[src/rtl/oa_addr_serializer.sv]
// Serializes a bundle of LANES (row, col, ch) address triples into one element per cycle,
// ascending lane order, with a linearized OA address. Optional range check: OA_BOUNDS_CHECK_EN.
module oa_addr_serializer #(
    parameter int LANES   = 8,
    parameter int ROW_W   = 10,
    parameter int COL_W   = 11,
    parameter int CH_W    = 8,
    parameter int OA_ROWS = 64,
    parameter int OA_COLS = 64,
    parameter int LIN_W   = 24,
    localparam int LANE_W = (LANES > 1) ? $clog2(LANES) : 1
) (
    input  logic                   clock,
    input  logic                   reset,
    input  logic                   in_valid,
    output logic                   in_ready,
    input  logic [LANES*ROW_W-1:0] in_row,
    input  logic [LANES*COL_W-1:0] in_col,
    input  logic [LANES*CH_W-1:0]  in_ch,
    input  logic [LANES-1:0]       in_mask,
    output logic                   out_valid,
    input  logic                   out_ready,
    output logic [ROW_W-1:0]       out_row,
    output logic [COL_W-1:0]       out_col,
    output logic [CH_W-1:0]        out_ch,
    output logic [LIN_W-1:0]       out_lin_addr,
    output logic [LANE_W-1:0]      out_lane,
    output logic                   busy,
    output logic [15:0]            drop_count
);

    typedef enum logic {IDLE, EMIT} state_t;

    state_t             r_state;
    logic [LANES-1:0]   r_pending;
    logic [ROW_W-1:0]   r_row [LANES];
    logic [COL_W-1:0]   r_col [LANES];
    logic [CH_W-1:0]    r_ch  [LANES];
    logic               r_outValid;
    logic [ROW_W-1:0]   r_outRow;
    logic [COL_W-1:0]   r_outCol;
    logic [CH_W-1:0]    r_outCh;
    logic [LIN_W-1:0]   r_outLin;
    logic [LANE_W-1:0]  r_outLane;

    logic [ROW_W-1:0]   w_inRow [LANES];
    logic [COL_W-1:0]   w_inCol [LANES];
    logic [CH_W-1:0]    w_inCh  [LANES];
    logic [LANES-1:0]   w_inRange;
    logic [LANES-1:0]   w_capPending;
    logic [LANE_W-1:0]  w_capLane;
    logic [LANE_W-1:0]  w_emitLane;
    logic [LANE_W-1:0]  w_ldLane;
    logic [ROW_W-1:0]   w_ldRow;
    logic [COL_W-1:0]   w_ldCol;
    logic [CH_W-1:0]    w_ldCh;
    logic [LIN_W-1:0]   w_ldLin;

    function automatic logic [LANE_W-1:0] lowestLane(input logic [LANES-1:0] vec);
        lowestLane = '0;
        for (int i = LANES - 1; i >= 0; i--) begin
            if (vec[i]) lowestLane = LANE_W'(i);
        end
    endfunction

    function automatic logic [LIN_W-1:0] linAddr(input logic [CH_W-1:0] ch,
                                                 input logic [ROW_W-1:0] row,
                                                 input logic [COL_W-1:0] col);
        linAddr = (LIN_W'(ch) * LIN_W'(OA_ROWS) + LIN_W'(row)) * LIN_W'(OA_COLS) + LIN_W'(col);
    endfunction

    always_comb begin
        for (int i = 0; i < LANES; i++) begin
            w_inRow[i] = in_row[i*ROW_W +: ROW_W];
            w_inCol[i] = in_col[i*COL_W +: COL_W];
            w_inCh[i]  = in_ch[i*CH_W +: CH_W];
`ifdef OA_BOUNDS_CHECK_EN
            w_inRange[i] = (32'(w_inRow[i]) < OA_ROWS) && (32'(w_inCol[i]) < OA_COLS);
`else
            w_inRange[i] = 1'b1;
`endif
        end
    end

    assign w_capPending = in_mask & w_inRange;
    assign w_capLane    = lowestLane(w_capPending);
    assign w_emitLane   = lowestLane(r_pending);

    // In IDLE the first element comes straight from the inputs; in EMIT from the captured bundle.
    assign w_ldLane = (r_state == IDLE) ? w_capLane : w_emitLane;
    assign w_ldRow  = (r_state == IDLE) ? w_inRow[w_capLane] : r_row[w_emitLane];
    assign w_ldCol  = (r_state == IDLE) ? w_inCol[w_capLane] : r_col[w_emitLane];
    assign w_ldCh   = (r_state == IDLE) ? w_inCh[w_capLane]  : r_ch[w_emitLane];
    assign w_ldLin  = linAddr(w_ldCh, w_ldRow, w_ldCol);

`ifdef OA_BOUNDS_CHECK_EN
    logic [15:0]      r_dropCount;
    logic [LANES-1:0] w_dropVec;
    logic [16:0]      w_dropSum;
    logic [15:0]      w_dropNext;

    assign w_dropVec  = in_mask & ~w_inRange;
    assign w_dropSum  = {1'b0, r_dropCount} + 17'($countones(w_dropVec));
    assign w_dropNext = w_dropSum[16] ? 16'hFFFF : w_dropSum[15:0];
    assign drop_count = r_dropCount;
`else
    assign drop_count = 16'd0;
`endif

    always_ff @(posedge clock or posedge reset) begin
        if (reset) begin
            r_state    <= IDLE;
            r_pending  <= '0;
            r_outValid <= 1'b0;
            r_outRow   <= '0;
            r_outCol   <= '0;
            r_outCh    <= '0;
            r_outLin   <= '0;
            r_outLane  <= '0;
            for (int i = 0; i < LANES; i++) begin
                r_row[i] <= '0;
                r_col[i] <= '0;
                r_ch[i]  <= '0;
            end
`ifdef OA_BOUNDS_CHECK_EN
            r_dropCount <= 16'd0;
`endif
        end else begin
            case (r_state)
                IDLE: begin
                    if (in_valid) begin
                        for (int i = 0; i < LANES; i++) begin
                            r_row[i] <= w_inRow[i];
                            r_col[i] <= w_inCol[i];
                            r_ch[i]  <= w_inCh[i];
                        end
`ifdef OA_BOUNDS_CHECK_EN
                        r_dropCount <= w_dropNext;
`endif
                        if (|w_capPending) begin
                            r_outRow   <= w_ldRow;
                            r_outCol   <= w_ldCol;
                            r_outCh    <= w_ldCh;
                            r_outLin   <= w_ldLin;
                            r_outLane  <= w_ldLane;
                            r_pending  <= w_capPending & ~(LANES'(1) << w_capLane);
                            r_outValid <= 1'b1;
                            r_state    <= EMIT;
                        end
                    end
                end
                EMIT: begin
                    if (out_ready) begin
                        if (|r_pending) begin
                            r_outRow  <= w_ldRow;
                            r_outCol  <= w_ldCol;
                            r_outCh   <= w_ldCh;
                            r_outLin  <= w_ldLin;
                            r_outLane <= w_ldLane;
                            r_pending <= r_pending & ~(LANES'(1) << w_emitLane);
                        end else begin
                            r_outValid <= 1'b0;
                            r_state    <= IDLE;
                        end
                    end
                end
            endcase
        end
    end

    assign in_ready     = (r_state == IDLE);
    assign busy         = (r_state != IDLE);
    assign out_valid    = r_outValid;
    assign out_row      = r_outRow;
    assign out_col      = r_outCol;
    assign out_ch       = r_outCh;
    assign out_lin_addr = r_outLin;
    assign out_lane     = r_outLane;

endmodule

[config.mk]
export PLATFORM = sky130hd
export DESIGN_NAME = oa_addr_serializer
export DESIGN_NICKNAME = d
export VERILOG_FILES = /design/src/rtl/oa_addr_serializer.sv
export SDC_FILE = /design/constraint.sdc
export NUM_CORES = 1
export LEC_CHECK = 0
export CAP_MARGIN = 20
export CORE_AREA = 2 2 188 190
export CTS_BUF_LIST = sky130_fd_sc_hd__clkbuf_4 sky130_fd_sc_hd__clkbuf_8
export CTS_CLUSTER_DIAMETER = 50
export CTS_CLUSTER_SIZE = 14
export DETAILED_ROUTE_END_ITERATION = 16
export DIE_AREA = 0 0 190 192
export HOLD_SLACK_MARGIN = 0.05
export PLACE_DENSITY = 0.75
export SLEW_MARGIN = 10
export SYNTH_ARGS = -nofsm -noshare
export SYNTH_HDL_FRONTEND = slang
export SYNTH_SLANG_ARGS = --single-unit
[constraint.sdc]
create_clock -name clock -period 23.8 [get_ports clock]
set_input_delay 4.76 -clock clock [delete_from_list [all_inputs] [get_ports clock]]
set_output_delay 4.76 -clock clock [all_outputs]
set_load 0.03 [all_outputs]
======== Word level (Yosys, flattened, before mapping) ========
Index checks and enable logic that the tools add are counted.
word-level totals
  register bits after elaboration ......... 298
  bits of input ports ..................... 244
  output and inout port bits .............. 75
  word-level logic and storage cells ...... 133
cells by class
  add/sub/neg operators ................... 2
  $lt $le $gt $ge ......................... 2
  equality and inequality tests ........... 5
  shift-type cells ........................ 2
  multiplexer cells ....................... 78
  bitwise gates (word level) .............. 7
  reductions and logical operators ........ 5
operators with widths
  kind                   count
  $mux W8                13
  $mux W11               9
  $mux W24               4
  $mux W10               9
  $bmux W11 S3           2
  $mux W3                21
  $bmux W10 S3           2
  $bmux W8 S3            2
  $pmux W24 S2           1
  $pmux W8 S2            2
  $add A21 B11 Y22       1
  $pmux W11 S2           1
  $pmux W10 S2           1
  $and A8 B8 Y8          2
  $not A8 Y8             2
  $reduce_or A8 Y1       2
  $shl A1 B3 Y8 const A  2
  $add A14 B10 Y15       1
  $ge A4 B4 Y1 const B   2
  $mux W1                8
  $not A3 Y4             2
  $reduce_and A4 Y1      2
  $ne A2 B2 Y1 const B   3
  $pmux W3 S2            1
  other kinds (4)        6

======== Logic depth before layout (Yosys ltp) ========
  depth in word-level cells ............... 18
  gate-level depth with buffers ........... 21
  mapped depth without buffers ............ 18

======== Least setup slack after synthesis ========
OpenSTA, ideal clock, no wires.
  path kind ............................... in2reg
  start ................................... input in_mask[3]
  end ..................................... register r_outLin[19], in the netlist out_lin_addr[19]
  library setup time ...................... 0.128 ns
  arrival ................................. 8.968 ns
  required time ........................... 23.672 ns
  slack ................................... 14.704 ns
  cell stages on the path ................. 20
  buffers on the path ..................... 5
  cell sequence ........................... buf_4 -> nor2_1 -> a221oi_4 -> buf_2 -> buf_2 -> buf_1 -> buf_2 -> mux2i_1 -> a21oi_1 -> o22ai_1 -> nor2_1 -> ha_1 -> fa_1 -> a21oi_1 -> nor2_1 -> nor2_1 -> xnor2_1 -> nor4b_2 -> o31ai_1 -> nand3b_1
on the way
  cells in the longest elaborated chain, start to end .. 14
  elaborated cells between the ends (all ways) .. 27
  classes of those cells .................. add/sub (2); eq/ne (1); mux (21); bitwise (1); reduce/logical (2)
RTL lines
  what                                           RTL line  source
  from (decl)                                    20        input logic [LANES-1:0] in_mask,
  $mux W3 * (4 in series)                        62        if (vec[i]) lowestLane = LANE_W'(i);
  $not A3 Y4 (implied by the code) *             93        assign w_ldCh = (r_state == IDLE) ? w_inCh[w_capLane] : r_ch[w_emitLane];
  $bmux W8 S3 *                                  93
  $mux W8 (implied by the code) * (2 in series)  93
  $mux W8 *                                      93
  via w_ldCh[0]                                  56        logic [CH_W-1:0] w_ldCh;
  $add A14 B10 Y15 *                             69        linAddr = (LIN_W'(ch) * LIN_W'(OA_ROWS) + LIN_W'(row)) * LIN_W'(OA_COLS) + LIN_W'(col);
  $add A21 B11 Y22 *                             69
  $mux W24 (on tied branches)                    154, 140
  $mux W24 (on tied branches)                    153, 131
  $pmux W24 S2 *                                 129       case (r_state)
  to (signal assigned)                           144       r_outLin <= w_ldLin;
  to (signal assigned)                           158       r_outLin <= w_ldLin;
  to (decl)                                      43        logic [LIN_W-1:0] r_outLin;
The timed path passes the listed nets; every way through them passes the cells marked *. The select of a mux whose other input is x is not followed.
A chain may end at the register's enable or synchronous reset.

======== Worst setup path after layout ========
Ends and elaborated chain as after synthesis.

==> results.json <==
{
  "seq_area_frac_synth_pct": 47.3,
  "dp_hpwl_um": 33900,
  "worstSetupPathType": "primary input to register",
  "clk-insertion-delay-late_ns": 0.55,
  "wl_met3_um": 4410,
  "met2WireLength_um": 23600,
  "maxCapViolations": 0,
  "final-hold-violation-count": 0,
  "nNetsFinal": 1887,
  "place_inst": 2047,
  "drive_above_1_share_pct": 23.7,
  "instances_no_fill": 2120,
  "cp_top_family": "buffers and inverters",
  "arrival_ns": 10.02,
  "min_period_ns": 9.60,
  "max_slew_margin_pct": 25.4,
  "initialDrtViolationCount": 1372,
  "drv_slew": 0,
  "fmax_ghz": 0.104,
  "nFillCells": 2931,
  "avgSynthCellArea_sq_um": 11.1,
  "tightestPinTransition_ns": 1.12,
  "cts_hold_buf": 0,
  "finalPower_mw": 3.15,
  "cpMostUsedCell": "nor2_1",
  "post_drt_wl_per_cell_um": 23.9,
  "clockBufferDepth": 3,
  "setup_ws_ns": 14.20,
  "gp_congestion": 0.908,
  "peakVddDrop_mv": 0.133,
  "grt_pass1_wl_um": 77000,
  "p_leak_nw": 7.77,
  "grt.total_usage_pct": 27.4,
  "synth_cell_type_count": 80,
  "cts_made_buffers": 36,
  "netlist_instances": 1384,
  "status": "complete, no violations",
  "finClkSkew_ns": 0.0153,
  "dieArea_sq_um": 36500,
  "syn2layout_area_growth_pct": 27.4,
  "grt_start_max_net_pins": 168,
  "grt-ovfl-total": 0,
  "min_path_type": "register to register",
  "dieHeight_um": 192,
  "cp_slowest_cell": "clkdlybuf4s50_1",
  "async_reset_ff_share_pct": 100,
  "root_buffer": "clkbuf_8",
  "core_area_sq_um": 34300,
  "rows": 68,
  "path_max_fanout": 38,
  "finalInstanceArea_sq_um": 19500,
  "critPathBufInv": 3,
  "slowest_delay_ns": 0.71,
  "wirelength_met1_um": 20900,
  "syn_area_sq_um": 15300,
  "htree_num_levels": 2,
  "dp_slack_ns": 13.71,
  "crit_required_ns": 24.23,
  "highest_layer": "met4",
  "synth_seq_cells": 290,
  "crit_chain": "clkdlybuf4s50_1, nor2_1, a221oi_4, buf_4, buf_4, mux2i_1, a21oi_1, o22ai_1, nor2_1, ha_1, fa_1, a21oi_1, nor2_1, nor2_1, xnor2_1, nor4b_2, o31ai_1, nand3b_1",
  "setup_viol": 0,
  "post-route-period-util_pct": 40.3,
  "rsz0062_at_grt": "false",
  "post_cts_buffers": 0,
  "die-width_um": 190,
  "power_density_nw_per_um2": 161,
  "drt-pass1-iter-count": 10,
  "postRouteAntennaNets": 0,
  "cts_resized": 0,
  "pin_count": 319,
  "path_clk_slew_ns": 0.08,
  "numClockSinks": 290,
  "yosysWarnings": 0,
  "synth_flop_cell": "dfrtp_1",
  "setup_tns_ns": 0,
  "cp-start-kind": "primary input",
  "synth_edf_count": 0,
  "viasPerCell": 6.16,
  "wl_um": 50800,
  "end_kind": "register",
  "num_vias": 13100,
  "hold_slack_ns": 0.467,
  "finish.utilization_pct": 57.0,
  "cts_tree": "done",
  "antenna_found_initial": 9,
  "placed_area_sq_um": 18600,
  "grt_pass1_vias": 13300,
  "remaining_drc_errors": 0,
  "port_buffers": 300,
  "initial_core_util_pct": 44.7
}
[worst reg2reg max path, delay by kind of cell, from the launching register on]
| family | cells | cell delay [ns] |
|---|---|---|
| adder cells (fa/ha/maj) | 2 | 0.77 |
| flip-flops | 1 | 0.42 |
| buffers and inverters | 1 | 0.40 |
| AO/OA/AOI/OAI | 7 | 1.83 |
| XOR/XNOR | 1 | 0.21 |
| AND/OR/NAND/NOR | 6 | 1.47 |
[state kept, by name, indices dropped and copies added (netlist names)]
register	cells
out_valid	1
out_col	11
out_lin_addr	16
out_lane	3
out_row	10
busy	1
r_ch	64
r_row	80
out_ch	8
r_pending	8
r_col	88
[cells by family after synthesis]
| kind of cell | count (synthesis) | synth area share [%] |
|---|---|---|
| muxes | 305 | 22.2 |
| other | 1 | 0.0245 |
| buffers and inverters | 144 | 4.30 |
| adders and majority gates | 11 | 0.995 |
| AOI/OAI and AO/OA | 325 | 15.6 |
| DFF | 290 | 47.3 |
| xor gates and xnor gates | 16 | 0.914 |
| and+or+nand+nor | 292 | 8.59 |
[layout make-up]
class	count	area, sq um	area share, %
Timing Repair Buffer	323	3230	16.5
Clock buffer	45	613	3.14
Tap cell	455	569	2.91
Multi-Input combinational cell	967	7580	38.8
Inverter	14	60.1	0.307
Sequential cell	290	7260	37.1
Clock inverter	17	204	1.04
Antenna cell	9	22.5	0.115
[report_power, final]
| part | switching, mW | total, mW | internal [mW] | leakage (nW) |
|---|---|---|---|---|
| clock | 0.202 | 0.411 | 0.208 | 0.406 |
| combinational | 1.08 | 1.84 | 0.762 | 3.92 |
| sequential | 0.153 | 0.900 | 0.747 | 3.44 |
| total | 1.44 | 3.15 | 1.72 | 7.77 |
[layer usage]
| metal | vias up | global-route usage, % |
|---|---|---|
| met5 | - | 0 |
| met4 | 0 | 11.1 |
| met3 | 122 | 5.41 |
| li1 | 5670 | - |
| met1 | 6539 | 36.3 |
| met2 | 723 | 44.2 |
[cells in the mapped netlist, types with 3 or more instances]
library cell	number	area share [%]
o31ai_1	9	0.44
nand2_1	145	3.5
o21ai_0	25	0.82
nand4_1	5	0.20
dfrtp_1	290	47
inv_1	12	0.29
buf_2	8	0.26
xor2_1	4	0.23
o22a_1	15	0.86
o211ai_1	5	0.24
a32o_1	3	0.20
a211oi_1	5	0.24
o21ai_1	5	0.16
mux2_2	281	21
nand2b_1	4	0.16
a221oi_1	40	2.3
o22ai_1	37	1.5
xnor2_1	12	0.69
buf_4	25	1.2
ha_1	9	0.73
or3_1	4	0.16
or4_1	5	0.24
clkbuf_1	83	2.0
o21bai_1	6	0.29
nand3_1	11	0.36
a21oi_1	69	2.3
and3_1	5	0.20
nor3_1	5	0.16
a21o_1	5	0.24
a31oi_1	12	0.49
nor4_1	4	0.16
o221ai_1	16	0.91
mux2i_1	22	1.4
buf_1	12	0.29
a22oi_1	4	0.20
nor2_1	82	2.0
a222oi_1	45	2.9
[path summary, 6_finish.rpt]
check / from / end / slack [ns] / cells past startpoint
worst min register to register: out_lin_addr[6] / out_lin_addr[6] / 0.47 / 2
worst max-delay path: in_mask[3] / out_lin_addr[19] / 14.20 / 18
max in group asynchronous: reset / out_col[10] / 17.61 / 3
worst max register to register: r_pending[6] / out_lin_addr[19] / 18.56 / 17
worst min-delay path: out_lin_addr[6] / out_lin_addr[6] / 0.47 / 2
min in group asynchronous: reset / r_col[14] / 4.76 / 2
[layout by cell type, fill, tap and decap left out, types with 8 or more instances in the layout]
master / instances
mux2_2: 281
xnor2_1: 12
nand2_1: 143
o22ai_1: 37
clkbuf_8: 44
conb_1: 18
nand3_1: 10
o22a_1: 15
o21ai_0: 25
clkdlybuf4s50_1: 300
o221ai_1: 16
a31oi_1: 12
a222oi_1: 45
a21oi_1: 69
diode_2: 9
ha_1: 9
buf_4: 19
a221oi_1: 40
inv_1: 11
dfrtp_1: 290
nor2_1: 81
o31ai_1: 8
mux2i_1: 22
No activity file was read; power rests on OpenSTA's default activity.
==> patch, RTL diff (same settings) <==
The option `OA_BOUNDS_CHECK_EN` is turned on by a define.
--- a/src/rtl/oa_addr_serializer.sv
+++ b/src/rtl/oa_addr_serializer.sv
@@ -1,5 +1,7 @@
 // Serializes a bundle of LANES (row, col, ch) address triples into one element per cycle,
 // ascending lane order, with a linearized OA address. Optional range check: OA_BOUNDS_CHECK_EN.
+`define OA_BOUNDS_CHECK_EN
+
 module oa_addr_serializer #(
     parameter int LANES   = 8,
     parameter int ROW_W   = 10,
Formal check against the unedited RTL: not equivalent (Yosys sat finds a counterexample within 4 cycles, from zero or initial values and one cycle with reset high).
==> patch against the original RTL <==
  * Clock skew up 0.020 ns
  * Setup slack got worse by 0.96 ns
  * Final area grew 7.5%
  * Register-to-register slack got worse by 0.58 ns
  * Wire length grew 16%
  * Sequential share of layout area shrank 0.69 points
  * Synthesized area grew 9.2%
  * First-iteration DRC count increased by 42%
  * Sequential cell count is 16 higher
  * Utilization rose by 4.3 points
Power is not compared: it rests on default switching activity, and its combinational part moved more than twofold at a synthesized area within 25%.
==> patch: results (changes against the original RTL) <==
largest net degree at the start of global routing=236 (was 168); WL per Instance=20.68 microns (was 23.95 microns); Final nets=2637 (was 1887); HP Class=flip-flop to flip-flop (unchanged); Finished Layout Cells=2855 (was 2120); H-tree Lvls=2 (unchanged); worst slew pin tran=1.205 ns (was 1.117 ns); Synth Area in Compound Gates=13.02% (was 15.65%); First DRT Iteration DRCs=1952 (was 1372); Hold Path Origin=r_col[3] (was out_lin_addr[6]); worst-path fanout max=22 (was 38); dpl ws=12.84 ns (was 13.71 ns); Clock Pin Slew Worst Setup and Hold Paths=0.09 ns; first-pass GRT wire length=91010 microns (was 77000 microns); Clock Skew=0.03493 ns (was 0.01532 ns); initial antenna violation count=3 (was 9); worst vdd ir=0.04663 mV; crit path DAT=11.01 ns (was 10.02 ns); Synth cell types=85 (was 80); Placer Congestion=0.9436 (was 0.9081); Synthesis Warnings=0 (unchanged); PostCTS Resize Cnt=0 (unchanged); Skew-Pair Late Insertion Delay=0.58 ns (was 0.55 ns); dpl cell area=20180 sq um (was 18650 sq um); Post-CTS Setup Repair Bufs=0 (unchanged); Post-synth top flop=dfrtp_1 (unchanged); Placed Instances=2786 (was 2047); drt pass-1 iters=5 (was 10); Slowest-stage cell, CP=a211oi_4 (was clkdlybuf4s50_1); Root Driver=clkbuf_8 (unchanged); PortBufs=316 (was 300); register area share after synthesis=45.71% (was 47.32%); synth top area cells=dfrtp_1 46%, nand2_1 22%, a21oi_1 2.6%, nand3_1 2.6%, clkbuf_1 2.5% (was dfrtp_1 47%, mux2_2 21%, nand2_1 3.5%, a222oi_1 2.9%, a221oi_1 2.3%); CTS Buf Count=37 (was 36); Crit path max-delay family=compound AO/OA/AOI/OAI gates (was buffers and inverters); share of layout cells above drive strength 1=6.631% (was 23.73%); Via density=5.884 (was 6.158); Post-synth top cells=977 x nand2_1, 306 x dfrtp_1, 112 x clkbuf_1, 94 x nor2_1, 87 x a21oi_1 (was 290 x dfrtp_1, 281 x mux2_2, 145 x nand2_1, 83 x clkbuf_1, 82 x nor2_1); reg-to-reg startpoint=r_pending[4] (was r_pending[6]); status=completed (unchanged); Synth Area in Adders=1.957% (was 0.9953%); Async SR Flop Fraction=100.0% (unchanged); crit-path max cell delay=0.98 ns (was 0.71 ns); post-synthesis mux area share=2.397% (was 22.21%); vias in the first global route=16410 (was 13350); biggest regs=r_col: 88 flops, r_row: 80 flops, r_ch: 64 flops (unchanged); CTS max path bufs=3 (unchanged); P_leak=9.913 nW; Synth Area in XOR/XNOR=1.359% (was 0.9137%); Critical Path Source=in_row[66] (was in_mask[3]); Syn Area/Cell=7.865 sq um (was 11.08 sq um); HPWL reported at the end of detailed placement=41040 microns (was 33900 microns); GRT Util Overall=32.32% (was 27.42%)
==> patch: cell types whose count changed after synthesis, moves of 16 or more <==
cell,change
clkbuf_1,+29
o22ai_1,-30
a31oi_1,+21
dfrtp_1,+16
nand3_1,+75
nand2_1,+832
a222oi_1,-45
mux2_2,-272
a21oi_1,+18
==> patch: layout make-up <==
| cell class | instances | area (sq um) |
|---|---|---|
| Fill cell | 3028 | 13280 |
| Multi-Input combinational cell | 1659 | 8471 |
| Sequential cell | 306 | 7657 |
| Timing Repair Buffer | 342 | 3411 |
| Clock buffer | 43 | 579.3 |
| Tap cell | 455 | 569.3 |
| Clock inverter | 23 | 211.5 |
| Inverter | 25 | 101.3 |
| Antenna cell | 2 | 5.005 |
==> patch: layer usage <==
layer  track usage [%]  share of wire, %  vias up  wire length, microns
li1                  -                 -     7605                     -
met1             42.49                39     8012                 23220
met2             51.56                45     1004                 26830
met3             6.541                11      176                  6216
met4             15.09               4.7        2                  2751
met5                 0             0.022        -                    13
==> patch: path summary, 6_finish.rpt <==
| path | end | slack (ns) | cells after the start |
|---|---|---|---|
| hold reg to reg | r_col[3] | 0.48 | 2 |
| setup reg to reg | out_lin_addr[18] | 17.98 | 18 |
| max in group asynchronous | drop_count[14] | 17.55 | 3 |
| setup / recovery | out_lin_addr[18] | 13.24 | 23 |
| hold / removal | r_col[3] | 0.48 | 2 |
| min in group asynchronous | out_col[9] | 4.70 | 2 |
==> patch: report_power, final <==
| group | switching [mW] | leakage, nW | internal (mW) | total [mW] |
|---|---|---|---|---|
| logic | 0.184 | 5.69 | 0.146 | 0.329 |
| clock network | 0.220 | 0.404 | 0.184 | 0.405 |
| registers | 0.0363 | 3.82 | 0.575 | 0.612 |
| total | 0.440 | 9.91 | 0.905 | 1.35 |
